==> config.mk <==
export PLATFORM = sky130hd
export DESIGN_NAME = shft_seq
export DESIGN_NICKNAME = d
export VERILOG_FILES = /design/src/rtl/shft_pkg.sv /design/src/rtl/btn_debounce.sv /design/src/rtl/shft_seq.sv
export SDC_FILE = /design/constraint.sdc
export NUM_CORES = 1
export LEC_CHECK = 0
export CORE_MARGIN = 2
export CORE_UTILIZATION = 59
export CTS_CLUSTER_SIZE = 40
export DETAILED_ROUTE_END_ITERATION = 10
export HOLD_SLACK_MARGIN = 0.12
export PLACE_DENSITY = 0.79
export SLEW_MARGIN = 5
export SYNTH_ARGS = -nofsm -noshare
export SYNTH_HDL_FRONTEND = slang
export SYNTH_SLANG_ARGS = --single-unit
==> constraint.sdc <==
create_clock -name clk -period 2.81 [get_ports clk]
set_input_delay 0.843 -clock clk [delete_from_list [all_inputs] [get_ports clk]]
set_output_delay 0.843 -clock clk [all_outputs]
set_load 0.1 [all_outputs]
==> src/rtl/shft_pkg.sv <==
// Shared definitions for the shift sequencer and the downstream shifter:
// data-word geometry and the sequencer state encoding.
package shft_pkg;

  localparam int SHFT_N  = 7;
  localparam int SHFT_CW = 4;

  typedef enum logic [1:0] {
    ST_IDLE = 2'd0,
    ST_RUN  = 2'd1,
    ST_DONE = 2'd2
  } state_e;

endpackage

==> src/rtl/btn_debounce.sv <==
// Pushbutton front end: 2-flop synchronizer, level debouncer, and a single-cycle
// pulse on each accepted 0->1 transition of the debounced level.
module btn_debounce #(
  parameter int DEB_CYCLES = 500000
) (
  input  logic clk,
  input  logic rst,
  input  logic btn,
  output logic press
);

  localparam int CNTW = (DEB_CYCLES > 1) ? $clog2(DEB_CYCLES) : 1;
  localparam logic [CNTW-1:0] CNT_LAST = CNTW'(DEB_CYCLES - 1);

  logic [1:0]      sync;
  logic [1:0]      fill;
  logic            level;
  logic            armed;
  logic            eff;
  logic [CNTW-1:0] cnt;

  // Until a stable release has been seen, treat the button as held so that a
  // press held through reset cannot fire; fill masks the reset-flushed sync.
  assign eff = level | ~armed;

  always_ff @(posedge clk) begin
    if (rst) begin
      sync  <= '0;
      fill  <= '0;
      level <= 1'b0;
      armed <= 1'b0;
      cnt   <= '0;
      press <= 1'b0;
    end else begin
      sync  <= {sync[0], btn};
      fill  <= {fill[0], 1'b1};
      press <= 1'b0;
      if (fill[1]) begin
        if (sync[1] == eff) begin
          cnt <= '0;
        end else if (cnt == CNT_LAST) begin
          cnt <= '0;
          if (!armed) begin
            armed <= 1'b1;
          end else begin
            level <= sync[1];
            press <= sync[1];
          end
        end else begin
          cnt <= cnt + CNTW'(1);
        end
      end
    end
  end

endmodule

==> src/rtl/shft_seq.sv <==
// Shift sequencer: on a debounced button press, latches direction and a clamped
// shift count, then steps noofshfts up once every STEP_DIV cycles until done.
module shft_seq
  import shft_pkg::*;
#(
  parameter int N          = SHFT_N,
  parameter int CW         = SHFT_CW,
  parameter int DEB_CYCLES = 500000,
  parameter int STEP_DIV   = 50000000
) (
  input  logic          clk,
  input  logic          rst,
  input  logic          btn,
  input  logic          dir_sw,
  input  logic [CW-1:0] cnt_sw,
  output logic          strt,
  output logic          shftdir,
  output logic [CW-1:0] noofshfts,
  output logic          busy,
  output logic          done
);

  localparam logic [1:0] IDLE = ST_IDLE;
  localparam logic [1:0] RUN  = ST_RUN;
  localparam logic [1:0] DONE = ST_DONE;

  localparam int TW = (STEP_DIV > 1) ? $clog2(STEP_DIV) : 1;
  localparam logic [TW-1:0] TLOAD  = TW'(STEP_DIV - 1);
  localparam logic [CW-1:0] MAXCNT = CW'(N + 1);

  logic [1:0]    state;
  logic [CW-1:0] target;
  logic [CW-1:0] clamped;
  logic [CW-1:0] nxtcnt;
  logic [TW-1:0] timer;
  logic          press;

  btn_debounce #(
    .DEB_CYCLES(DEB_CYCLES)
  ) u_deb (
    .clk  (clk),
    .rst  (rst),
    .btn  (btn),
    .press(press)
  );

  assign clamped = (cnt_sw > MAXCNT) ? MAXCNT : cnt_sw;
  assign nxtcnt  = noofshfts + CW'(1);
  assign strt    = (state == IDLE) && press;
  assign busy    = (state != IDLE);
  assign done    = (state == DONE);

  // A zero target skips RUN entirely so done follows strt by one cycle.
  always_ff @(posedge clk) begin
    if (rst) begin
      state     <= IDLE;
      shftdir   <= 1'b0;
      noofshfts <= '0;
      target    <= '0;
      timer     <= '0;
    end else begin
      case (state)
        IDLE: begin
          if (press) begin
            shftdir   <= dir_sw;
            target    <= clamped;
            noofshfts <= '0;
            timer     <= TLOAD;
            state     <= (clamped == '0) ? DONE : RUN;
          end
        end
        RUN: begin
          if (timer == '0) begin
            timer     <= TLOAD;
            noofshfts <= nxtcnt;
            if (nxtcnt == target) state <= DONE;
          end else begin
            timer <= timer - TW'(1);
          end
        end
        DONE:    state <= IDLE;
        default: state <= IDLE;
      endcase
    end
  end

endmodule
# --- Word level (Yosys, flattened, before mapping) ---
# Index checks and enable logic that the tools add are counted.
# W data, S select, Z words.
classes:
  eq_ne: 8
  n_addsub: 3
  magnitude_cmp: 1
  bitwise: 5
  mux: 15
  n_reduce_logical: 13
ops:
  columns: ["cell", "n"]
  rows:
  - ["$mux W26", 2]
  - ["$pmux W26 S2", 1]
  - ["$mux W19", 2]
  - ["$logic_not A26 Y1", 1]
  - ["$sub A26 B1 Y26 const B", 1]
  - ["$add A19 B1 Y19 const B", 1]
  - ["$eq A19 B19 Y1 const B", 1]
  - ["$mux W4", 3]
  - ["$reduce_and A3 Y1", 3]
  - ["$mux W2", 4]
  - ["$pmux W4 S2", 1]
  - ["$reduce_or A5 Y1", 1]
  - ["$add A4 B1 Y4 const B", 1]
  - ["$eq A4 B4 Y1", 1]
  - ["$gt A4 B4 Y1 const B", 1]
  - ["$logic_not A4 Y1", 1]
  - ["$ne A2 B2 Y1 const B", 2]
  - ["$not A1 Y1", 4]
  - ["$pmux W2 S2", 1]
  - ["$reduce_and A2 Y1", 2]
  - ["$reduce_and A4 Y1", 1]
  - ["$reduce_bool A2 Y1", 2]
  - ["$eq A2 B1 Y1 const B", 1]
  - ["$eq A2 B2 Y1 const B", 1]
  - ["other kinds (6)", 6]
word_totals:
  reg_bits: 63
  output_inout_bits: 8
  in_bits: 8

# --- Depth between registers and ports, before layout ---
# Gate-level depths: netlist of the first run.
logic_depth:
  word_depth: 6
  depth_mapped: 8

# --- Cells and area by module ---
# Synthesis of the first run repeated with hierarchy kept, for this count alone.
hier_totals:
  cells_unflattened: 379
  hier_area_um2: 3285.7
by_module_without_submodules:
  columns: ["mod", "cells_per_inst", "area_each_um2", "n_inst", "seq_area_each_um2"]
  rows:
  - ["shft_seq", 218, 1889.3, 1, 740.7]
  - ["btn_debounce", 161, 1396.3, 1, 520.5]

# --- Worst setup path before layout of the first run ---
# Ideal clock, no wire load.
synth_timing:
  kind: "reg-to-reg"
  startpoint: "register state[0]"
  endpoint: "register timer[4]"
  path_slack_ns: 0.143
  t_arrival_ns: 2.531
  n_path_buf: 1
  synth_period_minus_slack_ns: 2.667
  path_stages_with_launch: 7
  cell_sequence: "dfxtp_1 > nor2_1 > nand2_1 > clkinv_1 > a41oi_1 > clkbuf_1 > a31oi_1"
synth_via:
  elab_chain_cells: 3
  word_cells_on_any_way: 6
  cone_classes: "eq/ne: 2; mux: 1; reduce/logical: 3"
synth_lines:
  columns: ["element", "line_no", "text"]
  rows:
  - ["from (decl)", "shft_seq.sv:31", "logic [1:0] state;"]
  - ["from (signal assigned)", "shft_seq.sv:69", "state <= (clamped == '0) ? DONE : RUN;"]
  - ["$logic_not A2 Y1 or $eq A2 B1 Y1 (tied branches)", "shft_seq.sv:62", "case (state)"]
  - ["$ne A2 B1 Y1 (no source line) or $reduce_bool A2 Y1 (tied branches)", null, null]
  - ["$reduce_and A2 Y1 (no source line)", null, null]
  - ["to (signal assigned)", "shft_seq.sv:78", "timer <= timer - TW'(1);"]
  - ["to (decl)", "shft_seq.sv:35", "logic [TW-1:0] timer;"]
# Several ways; a longest one is shown, not always the timed one.
# A chain may end at the register's enable or synchronous reset.

# --- Final worst setup path of the first run ---
layout_timing:
  startpoint: "register state[0]"
  endpoint: "output port strt"
layout_via:
  elab_chain_cells: 2
layout_lines:
  columns: ["element", "line_no", "text"]
  rows:
  - ["$logic_not A2 Y1", "shft_seq.sv:49", "assign strt = (state == IDLE) && press;"]
  - ["$logic_and A1 B1 Y1", "shft_seq.sv:49", null]
  - ["to (decl)", "shft_seq.sv:16", "output logic strt,"]
# No other way between the ends.

==> results of run 1 <==
-- worst max-delay path: cells and delay by family, from the launching register on --
kind                   cells  cell delay (ns)
and+or+nand+nor            2             0.33
DFF                        1             0.47
buffers and inverters      3             0.48
-- layout by cell type, fill, tap and decap left out, types with 9 or more instances in the layout --
master / Yosys / final
sky130_fd_sc_hd__a21oi_1: 24 / 24
sky130_fd_sc_hd__a31oi_1: 13 / 13
sky130_fd_sc_hd__buf_4: 0 / 13
sky130_fd_sc_hd__clkbuf_8: 0 / 10
sky130_fd_sc_hd__dfxtp_1: 63 / 63
sky130_fd_sc_hd__inv_1: 11 / 11
sky130_fd_sc_hd__nand2_1: 26 / 26
sky130_fd_sc_hd__nand3_1: 12 / 12
sky130_fd_sc_hd__nor2_1: 35 / 35
sky130_fd_sc_hd__nor4_1: 9 / 9
sky130_fd_sc_hd__o21ai_0: 9 / 9
sky130_fd_sc_hd__xnor2_1: 25 / 25
sky130_fd_sc_hd__xor2_1: 10 / 10
-- layout make-up --
class | instances | share of cell area (%)
tap | 67 | 2.46
multi-input combinational | 256 | 48.1
timing repair buffer | 21 | 5.51
clock inverter | 4 | 1.32
sequential | 63 | 37.0
clock buffer | 12 | 4.26
inverter | 12 | 1.32
-- flip-flops by register name, summed over array words and instances, names as in the netlist --
signal,flops
state,2
shftdir,1
u_deb.sync,2
u_deb.fill,2
u_deb.level,1
u_deb.cnt,19
timer,26
target,4
u_deb.armed,1
u_deb.press,1
noofshfts,4
-- power groups by stage --
stage                     sequential, mW  combinational [mW]  clock, mW
after global placement              1.03               0.647          0
after CTS                           1.02               0.664      0.784
after detailed placement            1.04               0.661          0
after floorplan                     1.03               0.543          0
final                               1.02               0.670      0.769
after global routing                1.03               0.739      0.827
-- layer usage --
| metal | track usage, % | vias to the layer above |
|---|---|---|
| li1 | - | 1281 |
| met1 | 32.2 | 1207 |
| met2 | 37.9 | 40 |
| met3 | 10.1 | 7 |
| met4 | 7.02 | 0 |
| met5 | 0 | - |
-- final timing paths --
kind | start | to | slack, ns | depth (start not counted)
worst min-delay path | u_deb.fill[0] | u_deb.fill[1] | 0.44 | 1
worst max register to register | timer[12] | state[1] | 0.35 | 5
worst min register to register | u_deb.fill[0] | u_deb.fill[1] | 0.44 | 1
worst max-delay path | state[0] | strt | 0.35 | 5
-- cells by family after synthesis --
group	after synthesis	synth area share [%]
fa+ha+maj	3	1.25
mux	3	1.00
flops	63	42.0
xor+xnor	35	10.2
buf+inv	26	3.34
simple gates	149	28.1
compound gates	66	14.1
==> impl_summary.txt, run 1 <==
----------------------------------------------------
[Run status]
  Outcome ... complete, no violations

[Clock network]
  Num CTS Buffers ... 9
  Number of levels in the clock H-tree ... 3
  Post-CTS setup buffers ... 0
  Sinks on the clock net ... 63
  TritonCTS clock tree ... yes
  Root cell of the clock tree ... sky130_fd_sc_hd__clkbuf_8
  Clock latency at the later pin of the worst-skew pair ... 0.35 ns
  Clk buf depth ... 2
  Number of hold-repair buffers added at the cts stage ... 0
  Clock Pin Slew Worst Setup and Hold Paths ... 0.06 ns
  Number of resized instances in the post-cts repair step ... 0

[STA]
  Count of final setup violators ... 0
  Final period demand of the worst path ... 2.46 ns
  Number of hold violations in the final report ... 0
  Relative max-transition margin ... 41.5%
  Sum of negative setup slack ... 0 ns
  Final Max Slew Viols ... 0
  Hold Slack ... 0.442 ns
  Tcrit/Tclk final ... 87.6%
  Final Worst Setup Slack ... 0.348 ns
  Worst Tran Pin Value ... 0.866 ns
  Setup repair after global routing missed its margin ... false
  Highest attainable clock frequency ... 406 MHz
  Worst clock skew ... 0.00795 ns

[Final layout]
  Antenna cell count ... 0
  Number of nets in the layout ... 374
  Number of filler cells placed in the layout ... 386
  Final Util ... 70.7%
  FF+latch area ... 1260 um^2
  Proportion of layout cells with a drive suffix above 1 ... 9.78%
  Area growth from synthesis to layout ... 13.6%
  Design area ... 3410 um^2
  Non-filler instance count after layout ... 435
  Area of the multi-input gates ... 1640 um^2

[Power]
  IR drop worst, VDD ... 0.401 mV
  Power density over the cells ... 721 nW/um^2
  Seq pwr share ... 41.4%
  Internal Power ... 1.62 mW
  Clock share of power ... 31.3%
  Leakage power total ... 1.17 nW
  Combinational power share ... 27.3%
  Switching component of the power ... 834 uW
  Switching part of the total power ... 33.9%
  Total power consumption of the routed design ... 2.46 mW

[Synth]
  Synth Net Count ... 356
  Share of flip-flops with an asynchronous set or reset after synthesis ... 0%
  Number of distinct library cells after synthesis ... 50
  Synthesized area ... 3000 um^2
  Proportion of synthesized chip area in sequential cells ... 42.0%
  Dominant cell by count in the synthesized netlist ... sky130_fd_sc_hd__dfxtp_1
  Cell type with the highest aggregate area in the netlist ... sky130_fd_sc_hd__dfxtp_1
  Dominant register cell in the synthesized netlist ... sky130_fd_sc_hd__dfxtp_1
  Synthesis-stage register bit count ... 63
  Fraction of post-synthesis cell area in the top cell type by area ... 42.0%
  Mean cell area of the mapped netlist ... 8.70 um^2
  Post-Syn Instances ... 345
  Leading post-synthesis cells by cell area ... sky130_fd_sc_hd__dfxtp_1, sky130_fd_sc_hd__xnor2_1, sky130_fd_sc_hd__nor2_1
  Commonest cells in the netlist ... sky130_fd_sc_hd__dfxtp_1, sky130_fd_sc_hd__nor2_1, sky130_fd_sc_hd__nand2_1
  Post-synth EDFFs ... 0
  Yosys Warn Count ... 0

[Placement]
  Estimated wirelength of the detail-placed design ... 4280 um
  DP Worst Slack ... 0.359 ns
  Area of placed instances ... 3220 um^2
  Placed cells ... 419
  Count of input and output buffers ... 15
  Last weighted congestion value of the routability-driven placer ... 0.777

[Drt]
  Count of antenna-violating nets left after detailed routing ... 0
  Via count ... 2535
  Max Used Layer ... met4
  1st-iter DRT viols ... 131
  Average wire per cell in the routed design ... 14.4 um
  Routed met1 length ... 3050 um
  Wire length on met3 ... 235 um
  Total DRC errors in the routed layout ... 0
  Detailed Route WL ... 6280 um
  Vias per inst ... 5.83
  Total length of routed met2 wires ... 2920 um
  Pre-Repair DR Iteration Count ... 4

[Global routing]
  GRT Residual Overflow ... 0
  Largest net degree at the start of global routing ... 38
  Wire length of the first global-routing pass ... 10300 um
  Via count of the first global-routing pass ... 2271
  Total GRT Usage ... 24.6%
  Initial antenna violation count ... 0

[Setup path]
  Required time at the endpoint of the critical path ... 1.97 ns
  Critical path endpoint category ... output pin
  Crit path largest cell delay ... 0.47 ns
  Startpoint class of the critical path ... flip-flop
  Critical setup path kind ... reg -> out
  Ordered cell list for the critical path ... nor2_1 -> nand2_1 -> clkinv_1 -> buf_4 -> buf_12
  Crit path DAT ... 1.62 ns
  Maximum fanout count along the critical path ... 7
  Standard cell with the maximum stage delay on the critical path ... sky130_fd_sc_hd__dfxtp_1

[Worst hold path]
  Worst min-delay path class ... reg -> reg

[Die]
  Initial Util ... 62.3%
  Site Rows ... 25
  Die X ... 75.3 um
  Full die area ... 5670 um^2
  Standard cell core area ... 4820 um^2
  Chip Height ... 75.3 um
  Top-Level Pins ... 16

[Flow run]
  Maxcap violations ... 0

----------------------------------------------------
(Power assumes the default switching activity.)
==> inputs of run 2 (changes only) <==
CORE_MARGIN = default   (was 2)
==> impl_summary.txt, run 2 (synthesis results as in run 1) <==
----------------------------------------------------
[Run status]
  Outcome ... complete, no violations

[Setup path]
  Ordered cell list for the critical path ... nor2_1 -> nand2_1 -> clkinv_1 -> buf_12
  Startpoint class of the critical path ... flip-flop
  Register-to-register path setup slack ... 0.34 ns (about the same)
  Kind of cell adding the most delay to the critical path ... buffers and inverters
  Origin of the worst setup path ... state[0]
  Depth of the critical timing path with buffers and inverters included ... 4 (-1)
  Maximum fanout count along the critical path ... 7 (unchanged)
  Crit path to ... strt
  Critical setup path kind ... reg -> out
  Crit path largest cell delay ... 0.48 ns (about the same)
  Standard cell with the maximum stage delay on the critical path ... sky130_fd_sc_hd__dfxtp_1
  Crit path DAT ... 1.66 ns (+0.04 ns)
  Reg-to-Reg End ... state[1]
  Worst reg-to-reg path cell count ... 5 (unchanged)
  Critical path buffers and inverters ... 2 (-1)
  Required time at the endpoint of the critical path ... 1.97 ns (about the same)
  Critical path endpoint category ... output pin
  Critical R2R Launch ... timer[12]

[Final layout]
  Most flops, register ... timer
  Antenna cell count ... 0 (unchanged)
  Proportion of layout cells with a drive suffix above 1 ... 9.56% (-0.22 points)
  Max FFs per register ... 26 (unchanged)
  Commonest cells after routing, fill and taps aside ... sky130_fd_sc_hd__dfxtp_1, sky130_fd_sc_hd__nor2_1, sky130_fd_sc_hd__nand2_1
  Most common cell after layout, fill and taps aside ... sky130_fd_sc_hd__dfxtp_1
  Biggest regs ... timer: 26 flops, u_deb.cnt: 19 flops
  Number of nets in the layout ... 372 (-0.53%)
  Non-filler instance count after layout ... 433 (-0.46%)
  Area growth from synthesis to layout ... 12.6%

[STA]
  Final period demand of the worst path ... 2.50 ns (+0.0381 ns)
  Number of hold violations in the final report ... 0 (unchanged)
  Tcrit/Tclk final ... 89.0% (+1.4 points)
  Relative max-transition margin ... 35.3% (-6.2 points)
  Count of final setup violators ... 0 (unchanged)
  Final Worst Setup Slack ... 0.310 ns (-0.0381 ns)
  Worst clock skew ... 0.00544 ns (-0.00251 ns)
  Setup repair after global routing missed its margin ... false
  Worst Tran Pin Value ... 0.969 ns (+0.103 ns)
  Final Max Slew Viols ... 0 (unchanged)
  Highest attainable clock frequency ... 400 MHz (-1.5%)
  Sum of negative setup slack ... 0 ns (unchanged)

[Die]
  Chip Height ... 73.3 um (-2.7%)
  Standard cell core area ... 4820 um^2 (unchanged)
  Top-Level Pins ... 16 (unchanged)
  Full die area ... 5370 um^2 (-5.2%)
  Die X ... 73.3 um (-2.7%)
  Site Rows ... 25 (unchanged)
  Initial Util ... 62.3% (unchanged)

[Drt]
  Pre-Repair DR Iteration Count ... 4 (unchanged)
  Vias per inst ... 5.88 (+0.86%)
  Average wire per cell in the routed design ... 14.2 um (-1.8%)
  Total DRC errors in the routed layout ... 0 (unchanged)
  Via count ... 2545 (+0.39%)
  Detailed Route WL ... 6140 um (-2.2%)
  Count of antenna-violating nets left after detailed routing ... 0 (unchanged)
  1st-iter DRT viols ... 155 (+18%)

[Placement]
  Count of input and output buffers ... 15 (unchanged)
  DP Worst Slack ... 0.355 ns (-0.00393 ns)
  Placed cells ... 417 (-0.48%)
  Last weighted congestion value of the routability-driven placer ... 0.812 (+4.4%)
  Estimated wirelength of the detail-placed design ... 4280 um (+0.12%)

[Global routing]
  GRT Residual Overflow ... 0 (unchanged)
  Wire length of the first global-routing pass ... 10000 um (-2.9%)
  Total GRT Usage ... 24.7% (about the same)
  Via count of the first global-routing pass ... 2191 (-3.5%)
  Initial antenna violation count ... 0 (unchanged)
  Largest net degree at the start of global routing ... 38 (unchanged)

[Flow run]
  Maxcap violations ... 0 (unchanged)

[Clock network]
  Number of hold-repair buffers added at the cts stage ... 0 (unchanged)
  Root cell of the clock tree ... sky130_fd_sc_hd__clkbuf_8
  Clock latency at the later pin of the worst-skew pair ... 0.34 ns (about the same)
  Num CTS Buffers ... 9 (unchanged)
  Clk buf depth ... 2 (unchanged)
  Sinks on the clock net ... 63 (unchanged)
  Post-CTS setup buffers ... 0 (unchanged)
  Clock Pin Slew Worst Setup and Hold Paths ... 0.07 ns (about the same)
  Number of levels in the clock H-tree ... 3 (unchanged)
  Number of resized instances in the post-cts repair step ... 0 (unchanged)
  TritonCTS clock tree ... yes

[Power]
  Total power consumption of the routed design ... 2.39 mW (-2.7%)
  Leakage power total ... 1.15 nW (-2.1%)
  IR drop worst, VDD ... 0.473 mV (+18%)
  Power density over the cells ... 708 nW/um^2 (-1.8%)

[Worst hold path]
  Worst min-delay path class ... reg -> reg

----------------------------------------------------
## run 2: cell types whose count changed in the layout (fill, tap and decap cells not counted)
cell / delta
sky130_fd_sc_hd__buf_4: -2
sky130_fd_sc_hd__clkinvlp_4: +2
sky130_fd_sc_hd__clkinv_4: +1
sky130_fd_sc_hd__bufinv_16: -1
sky130_fd_sc_hd__clkbuf_1: -1
sky130_fd_sc_hd__clkinv_2: -1
## run 2: per-layer routing
metal	GRT usage [%]	vias to the layer above	part of all wire, %
li1	-	1278	-
met1	34.8	1195	50
met2	36.1	59	44
met3	4.66	13	3.9
met4	12.2	0	1.9
met5	0	-	0
## run 2: report_power, final
part           total [mW]  switching, mW  internal, mW  leakage [nW]
logic               0.677          0.438         0.239         0.551
clock network       0.696          0.353         0.342        0.0853
registers            1.02         0.0656         0.953         0.509
## run 2: per-stage QoR
| stage | utilization (%) | cell area, um^2 | hold WS [ns] |
|---|---|---|---|
| floorplan | - | 3000 | 0.414 |
| global placement | 66.5 | 3200 | 0.419 |
| detailed placement | 66.5 | 3200 | 0.429 |
| CTS | 70.1 | 3380 | 0.441 |
| global route | 70.1 | 3380 | 0.456 |
| finish | 70.1 | 3380 | 0.441 |
## run 2: area by class of cell
class | instances | area, um^2
clock inverter | 5 | 33.8
timing repair buffer | 19 | 173
fill | 400 | 1440
clock buffer | 11 | 141
tap | 67 | 83.8
sequential | 63 | 1260
inverter | 12 | 45.0
multi-input combinational | 256 | 1640
## run 2: how the worst min path moves through the flow
stage | startpoint | slack (ns) | depth (start not counted) | end
after floorplan | u_deb.level | 0.41 | 1 | u_deb.press
after global placement | u_deb.fill[0] | 0.42 | 1 | u_deb.fill[1]
after detailed placement | u_deb.sync[0] | 0.43 | 1 | u_deb.sync[1]
after CTS | u_deb.level | 0.44 | 1 | u_deb.press
after global routing | u_deb.sync[0] | 0.46 | 1 | u_deb.sync[1]
final | u_deb.level | 0.44 | 1 | u_deb.press
==> inputs of run 3 (changes only) <==
REMOVE_ABC_BUFFERS = 1   (was default)
==> impl_summary.txt, run 3 (synthesis results as in run 1) <==
----------------------------------------------------
[Placement]
  Last weighted congestion value of the routability-driven placer ... 0.820 (+1.0%)
  Count of input and output buffers ... 15 (unchanged)
  Estimated wirelength of the detail-placed design ... 4410 um (+2.9%)
  Area of placed instances ... 3240 um^2 (+1.2%)

[STA]
  Tcrit/Tclk final ... 92.0% (+3.1 points)
  Hold Slack ... 0.443 ns (+0.00235 ns)
  Count of final setup violators ... 0 (unchanged)
  Number of hold violations in the final report ... 0 (unchanged)
  Relative max-transition margin ... 53.3% (+18 points)
  Highest attainable clock frequency ... 387 MHz (-3.3%)
  Sum of negative setup slack ... 0 ns (unchanged)
  Worst clock skew ... 0.00725 ns (+0.00180 ns)
  Final period demand of the worst path ... 2.59 ns (+0.0865 ns)
  Worst Tran Pin Value ... 0.691 ns (-0.278 ns)
  Setup repair after global routing missed its margin ... false
  Final Max Slew Viols ... 0 (unchanged)

[Final layout]
  Number of filler cells placed in the layout ... 374 (-6.5%)
  Biggest regs ... timer: 26 flops, u_deb.cnt: 19 flops
  Antenna cell count ... 0 (unchanged)
  Number of nets in the layout ... 377 (+1.3%)
  Design area ... 3480 um^2 (+3.2%)
  Most flops, register ... timer
  Area growth from synthesis to layout ... 16.1%
  Proportion of layout cells with a drive suffix above 1 ... 11.1% (+1.5 points)
  Final Util ... 72.3% (+2.2 points)
  Commonest cells after routing, fill and taps aside ... sky130_fd_sc_hd__dfxtp_1, sky130_fd_sc_hd__nor2_1, sky130_fd_sc_hd__nand2_1
  Max FFs per register ... 26 (unchanged)
  Most common cell after layout, fill and taps aside ... sky130_fd_sc_hd__dfxtp_1

[Setup path]
  Register-to-register path setup slack ... 0.32 ns (-0.02 ns)
  Critical setup path kind ... reg -> out
  Ordered cell list for the critical path ... nor2_1 -> nand2_1 -> clkinv_1 -> buf_12
  Critical path endpoint category ... output pin
  Required time at the endpoint of the critical path ... 1.97 ns (about the same)
  Startpoint class of the critical path ... flip-flop
  Critical R2R Launch ... timer[12]
  Crit path DAT ... 1.74 ns (+0.08 ns)
  Origin of the worst setup path ... state[0]
  Crit path largest cell delay ... 0.49 ns (about the same)
  Standard cell with the maximum stage delay on the critical path ... sky130_fd_sc_hd__dfxtp_1
  Worst reg-to-reg path cell count ... 5 (unchanged)
  Reg-to-Reg End ... state[1]
  Maximum fanout count along the critical path ... 7 (unchanged)

[Clock network]
  Clock latency at the later pin of the worst-skew pair ... 0.35 ns (about the same)
  Post-CTS setup buffers ... 0 (unchanged)
  Number of levels in the clock H-tree ... 3 (unchanged)
  Number of hold-repair buffers added at the cts stage ... 0 (unchanged)
  Number of resized instances in the post-cts repair step ... 0 (unchanged)
  Num CTS Buffers ... 9 (unchanged)
  Clock Pin Slew Worst Setup and Hold Paths ... 0.07 ns (about the same)
  TritonCTS clock tree ... yes
  Clk buf depth ... 2 (unchanged)
  Sinks on the clock net ... 63 (unchanged)
  Root cell of the clock tree ... sky130_fd_sc_hd__clkbuf_8

[Power]
  Power density over the cells ... 768 nW/um^2 (+8.5%)
  IR drop worst, VDD ... 0.516 mV (+9.2%)
  Leakage power total ... 1.21 nW (+5.2%)

[Die]
  Chip Height ... 73.3 um (unchanged)
  Standard cell core area ... 4820 um^2 (unchanged)
  Top-Level Pins ... 16 (unchanged)
  Initial Util ... 62.3% (unchanged)
  Full die area ... 5370 um^2 (unchanged)
  Site Rows ... 25 (unchanged)
  Die X ... 73.3 um (unchanged)

[Global routing]
  GRT Residual Overflow ... 0 (unchanged)
  Largest net degree at the start of global routing ... 17 (-55%)
  Via count of the first global-routing pass ... 2386 (+8.9%)
  Initial antenna violation count ... 0 (unchanged)
  Wire length of the first global-routing pass ... 11000 um (+9.3%)
  Total GRT Usage ... 26.9% (+2.3 points)

[Drt]
  Count of antenna-violating nets left after detailed routing ... 0 (unchanged)
  Vias per inst ... 5.87 (about the same)
  Detailed Route WL ... 6420 um (+4.5%)
  Via count ... 2573 (+1.1%)
  1st-iter DRT viols ... 198 (+28%)
  Average wire per cell in the routed design ... 14.6 um (+3.3%)
  Pre-Repair DR Iteration Count ... 4 (unchanged)
  Total DRC errors in the routed layout ... 0 (unchanged)

[Worst hold path]
  Startpoint of the tightest hold check path ... u_deb.sync[0]
  WHS Path Cells ... 1 (unchanged)
  Worst min-delay path class ... reg -> reg
  Hold-critical path endpoint ... u_deb.sync[1]

[Flow run]
  Maxcap violations ... 0 (unchanged)

[Run status]
  Outcome ... complete, no violations

----------------------------------------------------
[run 3: final cells by class]
cell class                 instances  area (um^2)  area share [%]
clock buffer                      10          138            3.95
clock inverter                     6          108            3.09
inverter                          12         45.0            1.29
multi-input combinational        256         1640            47.0
sequential                        63         1260            36.2
tap                               67         83.8            2.41
timing repair buffer              24          210            6.03
[run 3: worst max-delay path by stage]
stage               slack (ns)  cells after the start           end
global route              0.11                      4          strt
finish                    0.22                      4          strt
floorplan                 0.04                      6  noofshfts[2]
global placement          0.42                      5      state[1]
detailed placement        0.36                      5      state[1]
CTS                       0.21                      4          strt
[run 3: power breakdown]
| group | switching, mW | internal (mW) | total (mW) |
|---|---|---|---|
| Clock | 0.355 | 0.610 | 0.965 |
| Sequential | 0.0668 | 0.953 | 1.02 |
| Combinational | 0.443 | 0.250 | 0.692 |
[run 3: metal layers]
metal	up-vias	share of wire (%)	global-route usage (%)	routed length (um)
met1	1206	47	36.4	3000
met2	68	46	42.0	2980
met5	-	0	0	0
li1	1288	-	-	-
met4	0	2.4	12.6	155
met3	11	4.4	4.66	282
[run 3: critical path, delay by kind of cell (launching register included)]
kind | cells | cell delay [ns]
buffers and inverters | 2 | 0.56
flip-flops | 1 | 0.49
AND/OR/NAND/NOR | 2 | 0.34
[run 3: stage by stage]
| stage | instances | setup slack (ns) | power, mW |
|---|---|---|---|
| floorplan | 331 | 0.0416 | 1.54 |
| CTS | 438 | 0.209 | 2.68 |
| global route | 438 | 0.114 | 2.81 |
| detailed placement | 422 | 0.362 | 1.71 |
| finish | 438 | 0.224 | 2.68 |
| global placement | 422 | 0.423 | 1.69 |
